**src/rtl/apb_cmd_master.sv**
```systemverilog
// APB command master: queues read/write commands in a small FIFO and plays
// them out as APB transfers, returning one response pulse per transfer.
module apb_cmd_master #(
    parameter int ADDR_WIDTH = 32,
    parameter int DATA_WIDTH = 32,
    parameter int CMD_DEPTH  = 4,
    parameter int TIMEOUT    = 16
) (
    input  logic                    clk,
    input  logic                    rstn,
    input  logic                    cmd_valid,
    output logic                    cmd_ready,
    input  logic                    cmd_write,
    input  logic [ADDR_WIDTH-1:0]   cmd_addr,
    input  logic [DATA_WIDTH-1:0]   cmd_wdata,
    input  logic [DATA_WIDTH/8-1:0] cmd_strb,
    input  logic [2:0]              cmd_prot,
    output logic                    rsp_valid,
    output logic [DATA_WIDTH-1:0]   rsp_rdata,
    output logic                    rsp_error,
    output logic                    rsp_timeout,
    output logic                    psel,
    output logic                    penable,
    output logic                    pwrite,
    output logic [ADDR_WIDTH-1:0]   paddr,
    output logic [DATA_WIDTH-1:0]   pwdata,
    output logic [DATA_WIDTH/8-1:0] pstrb,
    output logic [2:0]              pprot,
    input  logic                    pready,
    input  logic                    pslverr,
    input  logic [DATA_WIDTH-1:0]   prdata,
    output logic                    busy
);

    localparam int STRB_W = DATA_WIDTH / 8;
    localparam int PTR_W  = $clog2(CMD_DEPTH);
    localparam int TMO_W  = (TIMEOUT > 1) ? $clog2(TIMEOUT + 1) : 1;
    localparam logic [TMO_W-1:0] TMO_LAST = (TIMEOUT > 0) ? TMO_W'(TIMEOUT - 1) : '0;

    typedef enum logic [1:0] {IDLE, SETUP, ACCESS} state_e;

    typedef struct packed {
        logic                  write;
        logic [ADDR_WIDTH-1:0] addr;
        logic [DATA_WIDTH-1:0] wdata;
        logic [STRB_W-1:0]     strb;
        logic [2:0]            prot;
    } cmd_t;

    state_e                state_q, state_d;
    cmd_t                  fifo_q [CMD_DEPTH];
    logic [PTR_W:0]        wr_ptr_q, rd_ptr_q;
    logic [TMO_W-1:0]      tmo_cnt_q;
    logic                  pwrite_q;
    logic [ADDR_WIDTH-1:0] paddr_q;
    logic [DATA_WIDTH-1:0] pwdata_q;
    logic [STRB_W-1:0]     pstrb_q;
    logic [2:0]            pprot_q;
    logic                  rsp_valid_q, rsp_error_q, rsp_timeout_q;
    logic [DATA_WIDTH-1:0] rsp_rdata_q;

    logic full, empty, push, pop, done, tmo_fire;
    cmd_t head, cmd_in;

    assign empty    = (wr_ptr_q == rd_ptr_q);
    assign full     = (wr_ptr_q[PTR_W] != rd_ptr_q[PTR_W]) &&
                      (wr_ptr_q[PTR_W-1:0] == rd_ptr_q[PTR_W-1:0]);
    assign cmd_ready = !full;
    assign push     = cmd_valid && !full;
    assign head     = fifo_q[rd_ptr_q[PTR_W-1:0]];
    assign cmd_in   = '{write: cmd_write, addr: cmd_addr, wdata: cmd_wdata,
                        strb: cmd_strb, prot: cmd_prot};
    // pready has priority over the timeout on the same edge
    assign tmo_fire = (TIMEOUT != 0) && (state_q == ACCESS) && !pready &&
                      (tmo_cnt_q == TMO_LAST);
    assign done     = (state_q == ACCESS) && (pready || tmo_fire);
    assign pop      = !empty && ((state_q == IDLE) || done);
    assign busy     = !empty || (state_q != IDLE);

    assign pwrite      = pwrite_q;
    assign paddr       = paddr_q;
    assign pwdata      = pwdata_q;
    assign pstrb       = pstrb_q;
    assign pprot       = pprot_q;
    assign rsp_valid   = rsp_valid_q;
    assign rsp_rdata   = rsp_rdata_q;
    assign rsp_error   = rsp_error_q;
    assign rsp_timeout = rsp_timeout_q;

    // FSM state register
    always_ff @(posedge clk or negedge rstn) begin
        if (!rstn) state_q <= IDLE;
        else       state_q <= state_d;
    end

    // FSM next-state logic
    always_comb begin
        state_d = state_q;
        case (state_q)
            IDLE:    if (!empty) state_d = SETUP;
            SETUP:   state_d = ACCESS;
            ACCESS:  if (done) state_d = empty ? IDLE : SETUP;
            default: state_d = IDLE;
        endcase
    end

    // FSM outputs: APB phase signals decoded straight from the state
    always_comb begin
        psel    = (state_q != IDLE);
        penable = (state_q == ACCESS);
    end

    // Command storage; contents need no reset since pointers gate validity
    always_ff @(posedge clk) begin
        if (push) fifo_q[wr_ptr_q[PTR_W-1:0]] <= cmd_in;
    end

    // FIFO pointers with an extra wrap bit for full/empty
    always_ff @(posedge clk or negedge rstn) begin
        if (!rstn) begin
            wr_ptr_q <= '0;
            rd_ptr_q <= '0;
        end else begin
            if (push) wr_ptr_q <= wr_ptr_q + (PTR_W + 1)'(1);
            if (pop)  rd_ptr_q <= rd_ptr_q + (PTR_W + 1)'(1);
        end
    end

    // APB address/data registers, loaded when a command is popped
    always_ff @(posedge clk or negedge rstn) begin
        if (!rstn) begin
            pwrite_q <= 1'b0;
            paddr_q  <= '0;
            pwdata_q <= '0;
            pstrb_q  <= '0;
            pprot_q  <= '0;
        end else if (pop) begin
            pwrite_q <= head.write;
            paddr_q  <= head.addr;
            pwdata_q <= head.wdata;
            pstrb_q  <= head.write ? head.strb : '0;
            pprot_q  <= head.prot;
        end
    end

    // Wait-state counter: cleared in SETUP, counts ACCESS cycles without pready
    always_ff @(posedge clk or negedge rstn) begin
        if (!rstn)                              tmo_cnt_q <= '0;
        else if (state_q == SETUP)              tmo_cnt_q <= '0;
        else if (state_q == ACCESS && !pready)  tmo_cnt_q <= tmo_cnt_q + TMO_W'(1);
    end

    // Response registers, captured on the completing ACCESS edge
    always_ff @(posedge clk or negedge rstn) begin
        if (!rstn) begin
            rsp_valid_q   <= 1'b0;
            rsp_rdata_q   <= '0;
            rsp_error_q   <= 1'b0;
            rsp_timeout_q <= 1'b0;
        end else begin
            rsp_valid_q <= done;
            if (done) begin
                rsp_rdata_q   <= (pready && !pwrite_q) ? prdata : '0;
                rsp_error_q   <= pready ? pslverr : 1'b1;
                rsp_timeout_q <= !pready;
            end
        end
    end

endmodule

```
**config.mk**
```make
export PLATFORM = sky130hd
export DESIGN_NAME = apb_cmd_master
export DESIGN_NICKNAME = d
export VERILOG_FILES = /design/src/rtl/apb_cmd_master.sv
export SDC_FILE = /design/constraint.sdc
export NUM_CORES = 1
export LEC_CHECK = 0
export CELL_PAD_IN_SITES_DETAIL_PLACEMENT = 0
export CELL_PAD_IN_SITES_GLOBAL_PLACEMENT = 1
export CORE_ASPECT_RATIO = 0.75
export CORE_MARGIN = 2
export CORE_UTILIZATION = 50
export CTS_CLUSTER_SIZE = 10
export DETAILED_ROUTE_END_ITERATION = 8
export PLACE_DENSITY = 0.88
export RECOVER_POWER = 25
export SLEW_MARGIN = 5
export SYNTH_ARGS = -nofsm -noshare
export SYNTH_HDL_FRONTEND = slang
export SYNTH_SLANG_ARGS = --single-unit
```
**constraint.sdc**
```tcl
create_clock -name clk -period 9.3 [get_ports clk]
set_input_delay 2.79 -clock clk [delete_from_list [all_inputs] [get_ports clk]]
set_output_delay 2.79 -clock clk [all_outputs]
set_load 0.02 [all_outputs]
```
# ---- Word level (Yosys, flattened, before mapping)
# Memory sizes are Yosys's and may differ from the RTL's.
# Index checks and enable logic that the tools add are counted.
dict set report totals {
  out_inout_bits 111
  mem_bits_rw 288
  ff_bits 120
  mem_count 1
  input_bits 109
  elab_cells 54
}
# name words word_bits read_ports rd_ports_with_merged_regs write_ports line_no
set mem_list {}
lappend mem_list {fifo_q 4 72 1 0 1 51} ;# cmd_t fifo_q [CMD_DEPTH];
dict set report classes {
  n_mux 11
  add_sub_neg 3
  n_reduce_logical 18
  eq_ne 8
}
# operator count
set op_table {}
lappend op_table {{$mux W32} 1}
lappend op_table {{$mux W5} 2}
lappend op_table {{$logic_and A1 B1 Y1} 7}
lappend op_table {{$add A3 B1 Y3 const B} 2}
lappend op_table {{$pmux W2 S3} 1}
lappend op_table {{$add A5 B1 Y5 const B} 1}
lappend op_table {{$eq A5 B4 Y1 const B} 1}
lappend op_table {{$logic_not A1 Y1} 4}
lappend op_table {{$mux W1} 4}
lappend op_table {{$mux W2} 2}
lappend op_table {{$mux W4} 1}
lappend op_table {{$reduce_bool A2 Y1} 2}
lappend op_table {{$eq A3 B3 Y1} 1}
lappend op_table {{$logic_or A1 B1 Y1} 3}
lappend op_table {{$eq A2 B1 Y1 const B} 1}
lappend op_table {{$eq A2 B2 Y1} 1}
lappend op_table {{$eq A2 B2 Y1 const B} 1}
lappend op_table {{$logic_not A2 Y1} 1}
lappend op_table {{$ne A2 B1 Y1 const B} 1}
lappend op_table {{$ne A2 B2 Y1 const B} 1}
lappend op_table {{$reduce_and A2 Y1} 1}
lappend op_table {{$ne A1 B1 Y1} 1}

# ---- Longest topological paths before layout
# Gate-level depths: netlist (run 1).
dict set report logic_depth {
  ltp_word 7
  ltp_mapped 8
  depth_no_buf 7
}

# ---- Worst setup path after synthesis (run 1)
# No wires, ideal clock.
dict set report synth_path {
  path_kind {input-to-reg}
  start {input cmd_valid}
  end {memory fifo_q[3][0] in the netlist's numbering (enable)}
  slack_ns 4.305
  path_buffers 0
  required_ns 8.860
  arrival_ns 4.555
  stages 1
  cell_sequence {and3_1}
}
dict set report synth_via {
  elab_chain_len 3
}
# item line_no
set synth_lines {}
lappend synth_lines {{start, declared} 11} ;# input logic cmd_valid,
lappend synth_lines {{$logic_and A1 B1 Y1} 69} ;# assign push = cmd_valid && !full;
lappend synth_lines {{$mux W1} 115} ;# if (push) fifo_q[wr_ptr_q[PTR_W-1:0]] <= cmd_in;
lappend synth_lines {{$mux W1 (implied by the code)} 115}
lappend synth_lines {{end, declared} 51}
# No other way between the ends.

# ---- Worst setup path after layout (run 1)
dict set report layout_path {
  start {register rd_ptr_q[1]}
  end {output cmd_ready}
}
dict set report layout_via {
  elab_chain_len 3
}
# item line_no
set layout_lines {}
lappend layout_lines {{start, declared} 52} ;# logic [PTR_W:0] wr_ptr_q, rd_ptr_q;
lappend layout_lines {{start signal, assigned} 125} ;# if (pop) rd_ptr_q <= rd_ptr_q + (PTR_W + 1)'(1);
lappend layout_lines {{$eq A2 B2 Y1} 67} ;# (wr_ptr_q[PTR_W-1:0] == rd_ptr_q[PTR_W-1:0]);
lappend layout_lines {{$logic_and A1 B1 Y1} 66} ;# assign full = (wr_ptr_q[PTR_W] != rd_ptr_q[PTR_W]) &&
lappend layout_lines {{$logic_not A1 Y1} 68} ;# assign cmd_ready = !full;
lappend layout_lines {{end, declared} 12} ;# output logic cmd_ready,
# No other way between the ends.

==> results.json, run 1 <==
{
  "status": "finished clean",
  "area_growth_syn_to_layout_pct": 26.1,
  "cts_max_path_buffers": 3,
  "power_density_nw_per_um2": 347,
  "ir_drop_v": 0.000237,
  "hold_path.class": "reg2reg",
  "grt_pass1_vias": 8211,
  "max_stage_delay_ns": 0.66,
  "maxSlewViolCount": 0,
  "grt_pass1_wl_um": 47200,
  "p_leak_nw": 6.88,
  "cts_hold_buffers": 0,
  "avgSynthCellArea_sq_um": 20.0,
  "place_hpwl_um": 17600,
  "wl_um": 30200,
  "drtPass1Iterations": 5,
  "initial_core_util": 0.506,
  "cts_sinks": 408,
  "path_buf_inv": 1,
  "die_x_um": 205,
  "nFillCells": 2141,
  "setup_viol": 0,
  "cts.reportedPaths.clkPinSlew_ns": 0.05,
  "end_kind": "primary output",
  "syn-instance-count": 758,
  "max_freq_mhz": 187,
  "cts_tree": "yes",
  "min-delay-start": "rsp_rdata[5]$_DFFE_PN0P_",
  "syn_area_sq_um": 15200,
  "path_delay_family": "flip-flops",
  "setup_tns_ns": 0,
  "synth_cell_types": 32,
  "fin_crit_sh": 0.575,
  "startpoint": "rd_ptr_q[1]$_DFFE_PN0P_",
  "hold_viol_final": 0,
  "cts_setup_buffers": 0,
  "avgViaCountPerCell": 5.36,
  "synth_nets": 874,
  "worstSetupStartpointType": "flop",
  "r2r_slack_ns": 6.27,
  "critPathArrivalTime_ns": 2.56,
  "synthTopCellsByArea": "edfxtp_1, dfrtp_1, mux4_2, mux2_2, nand2_1",
  "grt_usage": 0.197,
  "cts-root-buf": "clkbuf_16",
  "skew_ns": 0.0135,
  "wl_per_cell_um": 21.0,
  "drc": 0,
  "chipHeight_um": 155,
  "crit_chain": "xnor2_1 > nand3b_1 > clkdlybuf4s50_1",
  "maxCapViolCount": 0,
  "gr-total-overflow": 0,
  "io_buffers": 219,
  "worst_slew_pin_slew_ns": 0.957,
  "crit_required_ns": 6.51,
  "drtIter0Drc": 506,
  "cts_max_level": 2,
  "antenna_left": 0,
  "design.core.area_sq_um": 30000,
  "grt_max_degree": 65,
  "place.gp.congestion": 0.800,
  "worstSkewPairLatency_ns": 0.54,
  "die_area_sq_um": 31800,
  "period_needed_ns": 5.35,
  "ys_seq_area_frac": 0.767,
  "total_power_w": 0.00665,
  "ys_ff_latch": 408,
  "yosys.area.top_type": "edfxtp_1",
  "ctsResizeCount": 0,
  "antenna_found_initial": 6,
  "vias": 7695,
  "rr_startpoint": "tmo_cnt_q[0]$_DFFE_PN0P_",
  "drive_above_1_share": 0.197,
  "rsz0062_at_grt": "false",
  "cp_max_fo": 28,
  "num_rows": 55,
  "crit_slowest_cell": "dfrtp_4",
  "crit_type": "reg2out",
  "yosys_warnings": 0,
  "io_pins": 220,
  "cts-buffers-inserted": 46,
  "yosysTopAreaCellShare": 0.570,
  "relSlewSlack": 0.358,
  "nets": 1115
}
metal layers:
layer	wire, um	up-vias	track usage	share of wire
li1	-	3446	-	-
met1	12600	3942	0.274	0.42
met2	14700	253	0.319	0.49
met3	2300	50	0.0501	0.076
met4	461	4	0.0449	0.015
met5	31	-	0	0.0010
flip-flops by register name (all words and copies together) (netlist names):
name and count:
fifo_q 288, rsp_rdata 32, pstrb 4, pwrite 1, pwdata 32, paddr 32, rsp_timeout 1, rsp_valid 1
state_q 2, pprot 3, tmo_cnt_q 5, wr_ptr_q 3, rd_ptr_q 3, rsp_error 1
cell usage after synthesis, drive strengths merged:
cell type and count:
inv 7, nand4b 2, dfrtp 120, nand2 71, mux4 72, and3 5, nand3 37, buf 19
a311oi 1, nor2 4, xor2 2, or2 1, nand3b 1, nor3 1, nor3b 2, mux2i 5
a21oi 2, o22a 1, o211ai 1, clkinv 1, ha 7, clkbuf 18, mux2 71, o21ai 10
xnor2 5, nor2b 4, edfxtp 288
through the flow:
step	util	cells	cell area [sq um]	worst slack [ns]	hold WS (ns)
after floorplan	-	758	15200	4.31	0.462
after global placement	0.593	1350	17800	3.85	0.450
after detailed placement	0.593	1350	17800	3.85	0.457
after CTS	0.637	1432	19100	3.89	0.468
after global routing	0.638	1433	19100	3.80	0.497
final	0.638	1436	19100	3.95	0.465
kinds of logic (layout without fill, tap and decap cells):
kind of cell,count (synthesis),after routing,share of synthesized area
multiplexers,148,148,0.163
flip-flops,408,408,0.767
AND/OR/NAND/NOR,128,128,0.0378
XOR/XNOR,7,7,0.00404
AO/OA/AOI/OAI,15,15,0.00676
other,0,4,0
buffers and inverters,45,320,0.0155
adder cells (fa/ha/maj),7,7,0.00577
where the power goes:
| part | total, W | internal, W | leakage, nW | switching, W |
|---|---|---|---|---|
| registers | 0.00281 | 0.00253 | 4.12 | 0.000276 |
| clock network | 0.00161 | 0.000951 | 0.639 | 0.000660 |
| logic | 0.00223 | 0.00113 | 2.13 | 0.00110 |
tightest hold or removal path, stage by stage, from the launching register on:
cell and delay, ns:
dfrtp_1 0.34, nand2_1 0.05, nand2_1 0.05
placed cells by master, fill, tap and decap left out, types with 7 or more instances in the layout:
master and count:
inv_1 7, nand3_1 37, mux4_2 72, buf_4 11
clkdlybuf4s50_1 173, mux2_2 60, nand2_1 71, clkbuf_1 32
dlygate4sd3_1 45, edfxtp_1 288, clkbuf_16 47, ha_1 7
dfrtp_1 118, o21ai_0 9, mux2_1 11
area by class of cell:
type / instances / area (sq um) / area share
antenna: 4 / 10.0 / 0.000523
inverter: 8 / 30.0 / 0.00157
clock inverter: 2 / 28.8 / 0.00150
tap: 399 / 499 / 0.0261
multi-input combinational: 305 / 3330 / 0.174
sequential: 408 / 11700 / 0.609
clock buffer: 80 / 1310 / 0.0684
timing repair buffer: 230 / 2280 / 0.119
worst paths after layout:
kind	cells past startpoint	to
setup / recovery	3	cmd_ready
hold / removal	2	rsp_rdata[5]$_DFFE_PN0P_
setup reg to reg	7	rsp_error$_DFFE_PN0P_
hold reg to reg	2	rsp_rdata[5]$_DFFE_PN0P_
max in group asynchronous	2	paddr[26]$_DFFE_PN0P_
min in group asynchronous	1	pwdata[30]$_DFFE_PN0P_
Power figures use the tool's default switching activity.
==> run 2, diff against run 1 <==
--- a/config.mk
+++ b/config.mk
@@ -9,10 +9,10 @@
 export CELL_PAD_IN_SITES_GLOBAL_PLACEMENT = 1
 export CORE_ASPECT_RATIO = 0.75
 export CORE_MARGIN = 2
-export CORE_UTILIZATION = 50
+export CORE_UTILIZATION = 46
 export CTS_CLUSTER_SIZE = 10
 export DETAILED_ROUTE_END_ITERATION = 8
-export PLACE_DENSITY = 0.88
+export PLACE_DENSITY = 0.83
 export RECOVER_POWER = 25
 export SLEW_MARGIN = 5
 export SYNTH_ARGS = -nofsm -noshare
==> constraint.sdc (replaced) <==
create_clock -name clk -period 5.6 [get_ports clk]
set_input_delay 1.68 -clock clk [delete_from_list [all_inputs] [get_ports clk]]
set_output_delay 1.68 -clock clk [all_outputs]
set_load 0.02 [all_outputs]
==> run 2 against run 1 <==
The flow now finishes with violations (max-capacitance violations, max-slew violations). Clock power up 66%. Flip-flop and latch count unchanged. Sequential share of layout area down 0.38 points. Critical path depth unchanged. Non-clock buffer count up 6. Register-to-register slack worse by 3.5 ns. Combinational power up 71%. Critical path type unchanged. Largest cell class unchanged.
==> results.json, run 2 (same netlist as run 1, synthesis figures left out) <==
{
  "antenna_left": 0,
  "cts_sinks": 408,
  "max_stage_delay_ns": 0.70,
  "cts.reportedPaths.clkPinSlew_ns": 0.06,
  "worstSetupStartpointType": "flop",
  "crit_type": "reg2out",
  "holdPathEnd": "rsp_rdata[15]$_DFFE_PN0P_",
  "worstSkewPairLatency_ns": 0.55,
  "worstSetupPathDepth": 3,
  "wl_um": 30400,
  "end_kind": "primary output",
  "max_freq_mhz": 233,
  "io_buffers": 219,
  "cts_tree": "yes",
  "pwr-share-seq": 0.415,
  "cts_hold_buffers": 0,
  "r2r_end": "pwdata[7]$_DFFE_PN0P_",
  "hold_path.class": "reg2reg",
  "violations": "max-capacitance violations, max-slew violations",
  "num_rows": 57,
  "crit_chain": "xnor2_1 > nand3b_1 > clkdlybuf4s50_1",
  "grt_pass1_vias": 8093,
  "period_needed_ns": 4.30,
  "ir_drop_v": 0.000422,
  "maxCapViolCount": 1,
  "area_growth_syn_to_layout_pct": 26.9,
  "path_delay_family": "flip-flops",
  "drive_above_1_share": 0.202,
  "antenna_found_initial": 11,
  "nFillCells": 2382,
  "crit_slowest_cell": "dfrtp_4",
  "setup_tns_ns": 0,
  "die_x_um": 214,
  "grt_max_degree": 78,
  "path_buf_inv": 1,
  "skew_ns": 0.0132,
  "r2r_slack_ns": 2.75,
  "setup_viol": 0,
  "cts_max_path_buffers": 3,
  "cp_max_fo": 37,
  "nets": 1122,
  "place_hpwl_um": 17600,
  "initial_core_util": 0.468,
  "cts-root-buf": "clkbuf_16",
  "grt_pass1_wl_um": 47000,
  "grt_usage": 0.181,
  "rsz0062_at_grt": "false",
  "ctsResizeCount": 0,
  "combPwrFrac": 0.344,
  "cts-buffers-inserted": 47,
  "r2r_cells": 4,
  "p_int_w": 0.00767,
  "final_cell_mix": "edfxtp_1, clkdlybuf4s50_1, dfrtp_1",
  "drtPass1Iterations": 4,
  "largest_reg_flops": 288,
  "power_density_nw_per_um2": 577,
  "critPathArrivalTime_ns": 2.62,
  "fin_crit_sh": 0.768,
  "wl_per_cell_um": 20.4,
  "crit_required_ns": 3.92,
  "io_pins": 220,
  "status": "finished with violations",
  "design.core.area_sq_um": 32400,
  "place.gp.congestion": 0.737,
  "cts_setup_buffers": 0,
  "final_common_cell": "edfxtp_1",
  "place_area_sq_um": 17900,
  "hold_viol_final": 0,
  "fin_area_sq_um": 19300,
  "die_area_sq_um": 34500,
  "drc": 0,
  "maxSlewViolCount": 78,
  "worst_slew_pin_slew_ns": 2.19,
  "avgViaCountPerCell": 5.16,
  "relSlewSlack": -0.458,
  "hold_path_depth": 2,
  "vias": 7675,
  "min-delay-start": "rsp_rdata[15]$_DFFE_PN0P_",
  "power_frac_clock": 0.241,
  "rr_startpoint": "rd_ptr_q[0]$_DFFE_PN0P_",
  "cts_max_level": 2,
  "p_leak_nw": 6.91,
  "chipHeight_um": 161,
  "swShare": 0.309,
  "p_sw_w": 0.00343,
  "drtIter0Drc": 559,
  "gr-total-overflow": 0
}
[run 2: cell count changes in the layout (fill, tap and decap cells not counted), moves of 2 or more]
cell	previous run	this run
dlygate4sd3_1	45	47
diode_2	4	6
buf_12	0	2
buf_4	11	15
clkdlybuf4s50_1	173	171
clkinv_8	0	2
[run 2: how the worst max path moves through the flow]
stage,slack (ns),from,endpoint
2_1_floorplan,1.72,cmd_valid,fifo_q[3][0]$_DFFE_PP_
3_3_place_gp,1.71,pready,pwdata[20]$_DFFE_PN0P_
3_5_place_dp,1.70,pready,pwdata[7]$_DFFE_PN0P_
4_1_cts,1.25,rd_ptr_q[1]$_DFFE_PN0P_,cmd_ready
5_1_grt,1.14,rd_ptr_q[1]$_DFFE_PN0P_,cmd_ready
6_report,1.30,rd_ptr_q[1]$_DFFE_PN0P_,cmd_ready
[run 2: through the flow]
| step | setup WS, ns | utilization | power [W] | hold WS (ns) | instances |
|---|---|---|---|---|---|
| after floorplan | 1.72 | - | 0.00708 | 0.462 | 758 |
| after global placement | 1.71 | 0.552 | 0.00847 | 0.448 | 1399 |
| after detailed placement | 1.70 | 0.552 | 0.00855 | 0.455 | 1399 |
| after CTS | 1.25 | 0.593 | 0.0113 | 0.467 | 1482 |
| after global routing | 1.14 | 0.593 | 0.0117 | 0.483 | 1483 |
| final | 1.30 | 0.594 | 0.0111 | 0.463 | 1488 |
[run 2: final cells by class]
type                            count  area (sq um)  share of cell area
Antenna cell                        6          15.0            0.000780
Clock buffer                       80          1300              0.0675
Clock inverter                      3          41.3             0.00214
Inverter                            8          30.0             0.00156
Multi-Input combinational cell    305          3320               0.173
Sequential cell                   408         11700               0.605
Tap cell                          442           553              0.0287
Timing Repair Buffer              236          2340               0.121
[run 2: power by group through the flow]
stage	combinational, W	sequential, W	clock (W)
after floorplan	0.00211	0.00497	0
after global placement	0.00383	0.00463	0
after detailed placement	0.00389	0.00466	0
after CTS	0.00391	0.00462	0.00275
after global routing	0.00411	0.00469	0.00288
final	0.00382	0.00461	0.00268
[run 2: tightest hold or removal path, stage by stage (launching register included)]
cell and delay (ns):
dfrtp_1 0.33, nand2_1 0.05, nand2_1 0.05
[run 2: per-layer routing]
metal / wire length [um] / share of wire / GRT usage / vias up
met5: 41 / 0.0013 / 0 / -
met4: 445 / 0.015 / 0.0385 / 6
met3: 2410 / 0.079 / 0.0533 / 51
met2: 14000 / 0.46 / 0.285 / 236
met1: 13500 / 0.44 / 0.254 / 3919
li1: - / - / - / 3463
==> run 3, diff against run 2 <==
--- a/config.mk
+++ b/config.mk
@@ -9,10 +9,10 @@
 export CELL_PAD_IN_SITES_GLOBAL_PLACEMENT = 1
 export CORE_ASPECT_RATIO = 0.75
 export CORE_MARGIN = 2
-export CORE_UTILIZATION = 46
+export CORE_UTILIZATION = 42
 export CTS_CLUSTER_SIZE = 10
 export DETAILED_ROUTE_END_ITERATION = 8
-export PLACE_DENSITY = 0.83
+export PLACE_DENSITY = 0.8
 export RECOVER_POWER = 25
 export SLEW_MARGIN = 5
 export SYNTH_ARGS = -nofsm -noshare
==> constraint.sdc (replaced) <==
create_clock -name clk -period 3.8 [get_ports clk]
set_input_delay 1.14 -clock clk [delete_from_list [all_inputs] [get_ports clk]]
set_output_delay 1.14 -clock clk [all_outputs]
set_load 0.02 [all_outputs]
==> run 3 against run 2 <==
The flow still finishes with violations (max-capacitance violations, max-slew violations). Combinational power rose by 50%. Cell count rose by 2.0%. Sequential share of layout area fell by 0.49 points. Non-clock buffer count rose by 5. Sequential power rose by 46%. Wire length rose by 1.2%. Design area rose by 0.81%. Critical endpoint unchanged. Largest power group unchanged.
==> results.json, run 3 (same netlist as run 1, synthesis figures left out) <==
{
  "crit_slowest_cell": "clkdlybuf4s50_1",
  "worst_slew_pin_slew_ns": 2.05,
  "final_common_cell": "edfxtp_1",
  "end_kind": "primary output",
  "cts_setup_buffers": 0,
  "critPathArrivalTime_ns": 2.44,
  "place_hpwl_um": 18100,
  "violations": "max-capacitance violations, max-slew violations",
  "rsz0062_at_grt": "false",
  "r2r_end": "paddr[2]$_DFFE_PN0P_",
  "ir_drop_v": 0.000434,
  "hold_viol_final": 0,
  "cts-buffers-inserted": 47,
  "max_freq_mhz": 279,
  "nFillCells": 2803,
  "crit_chain": "xnor2_1 > nand3b_1 > clkdlybuf4s50_1",
  "vias": 7727,
  "status": "finished with violations",
  "antenna_left": 0,
  "relSlewSlack": -0.366,
  "nets": 1127,
  "initial_core_util": 0.425,
  "area_growth_syn_to_layout_pct": 27.9,
  "wl_um": 30800,
  "r2r_slack_ns": 0.95,
  "startpoint": "rd_ptr_q[1]$_DFFE_PN0P_",
  "final_cell_mix": "edfxtp_1, clkdlybuf4s50_1, dfrtp_1",
  "crit_end": "cmd_ready",
  "grt_pass1_wl_um": 48000,
  "cts.reportedPaths.clkPinSlew_ns": 0.05,
  "combPwrFrac": 0.347,
  "multiInputGateArea_sq_um": 3320,
  "cts_max_path_buffers": 3,
  "avgViaCountPerCell": 5.09,
  "maxSlewViolCount": 74,
  "io_buffers": 219,
  "worstSkewPairLatency_ns": 0.57,
  "cts_max_level": 2,
  "cts_tree": "yes",
  "io_pins": 220,
  "crit_type": "reg2out",
  "grt_pass1_vias": 8218,
  "p_int_w": 0.0114,
  "setup_tns_ns": 0,
  "largest_reg_flops": 288,
  "max_stage_delay_ns": 0.64,
  "wl_per_cell_um": 20.3,
  "cp_max_fo": 16,
  "swShare": 0.309,
  "setup_viol": 0,
  "path_buf_inv": 1,
  "grt_max_degree": 75,
  "antenna_found_initial": 8,
  "skew_ns": 0.0247,
  "num_rows": 60,
  "crit_required_ns": 2.66,
  "power_density_nw_per_um2": 851,
  "fin_crit_sh": 0.942,
  "fin_area_sq_um": 19400,
  "chipHeight_um": 169,
  "rr_startpoint": "rd_ptr_q[0]$_DFFE_PN0P_",
  "seq_area_sq_um": 11700,
  "r2r_cells": 4,
  "design.core.area_sq_um": 35700,
  "total_power_w": 0.0165,
  "drtPass1Iterations": 4,
  "place.gp.congestion": 0.708,
  "cts-root-buf": "clkbuf_16",
  "cts_hold_buffers": 0,
  "drtIter0Drc": 493,
  "p_sw_w": 0.00510,
  "maxCapViolCount": 1,
  "grt_usage": 0.166,
  "die_area_sq_um": 37700,
  "path_delay_family": "buffers and inverters",
  "place_area_sq_um": 18000,
  "pwr-share-seq": 0.407,
  "cts_sinks": 408,
  "worstSetupStartpointType": "flop",
  "power_frac_clock": 0.246,
  "worstSetupPathDepth": 3,
  "gr-total-overflow": 0,
  "ctsResizeCount": 0,
  "drive_above_1_share": 0.209,
  "hold_path.class": "reg2reg",
  "p_leak_nw": 6.98,
  "die_x_um": 224,
  "drc": 0,
  "period_needed_ns": 3.58
}
run 3: power by group through the flow:
stage                     clock, W  combinational [W]  sequential [W]
final                      0.00406            0.00573         0.00673
after global routing       0.00437            0.00617         0.00687
after CTS                  0.00418            0.00588         0.00675
after detailed placement         0            0.00586         0.00681
after global placement           0            0.00576         0.00677
after floorplan                  0            0.00311         0.00733
run 3: worst min-delay path by stage:
stage	startpoint	to	slack [ns]	depth (start not counted)
final	rsp_rdata[5]$_DFFE_PN0P_	rsp_rdata[5]$_DFFE_PN0P_	0.46	2
after global routing	rsp_rdata[8]$_DFFE_PN0P_	rsp_rdata[8]$_DFFE_PN0P_	0.49	2
after CTS	rsp_rdata[24]$_DFFE_PN0P_	rsp_rdata[24]$_DFFE_PN0P_	0.47	2
after detailed placement	rsp_rdata[24]$_DFFE_PN0P_	rsp_rdata[24]$_DFFE_PN0P_	0.46	2
after global placement	rsp_rdata[14]$_DFFE_PN0P_	rsp_rdata[14]$_DFFE_PN0P_	0.45	2
after floorplan	wr_ptr_q[2]$_DFFE_PN0P_	wr_ptr_q[2]$_DFFE_PN0P_	0.46	1
run 3: layout make-up:
cell class                 count  area share
sequential                   408       0.600
tap                          465      0.0300
clock inverter                 5     0.00303
timing repair buffer         241       0.125
clock buffer                  82      0.0684
multi-input combinational    305       0.171
inverter                       8     0.00155
antenna                        4    0.000515
run 3: metal layers:
metal,track usage,up-vias,share of wire
met4,0.0417,8,0.017
met2,0.265,230,0.47
met1,0.227,3965,0.44
met3,0.0476,49,0.068
met5,0,-,0.0016
li1,-,3475,-
run 3: worst reg2reg max path: stages, from the launching register on:
cell     delay, ns
dfrtp_4       0.41
buf_4         0.66
buf_4         0.74
mux4_2        0.61
mux2_1        0.29
run 3: metrics by stage:
step	hold WS (ns)	std cells	utilization	setup WS (ns)
final	0.462	1518	0.543	0.219
after global routing	0.485	1514	0.543	0.0654
after CTS	0.466	1514	0.543	0.190
after detailed placement	0.456	1427	0.504	0.727
after global placement	0.448	1427	0.504	0.729
after floorplan	0.462	758	-	0.455
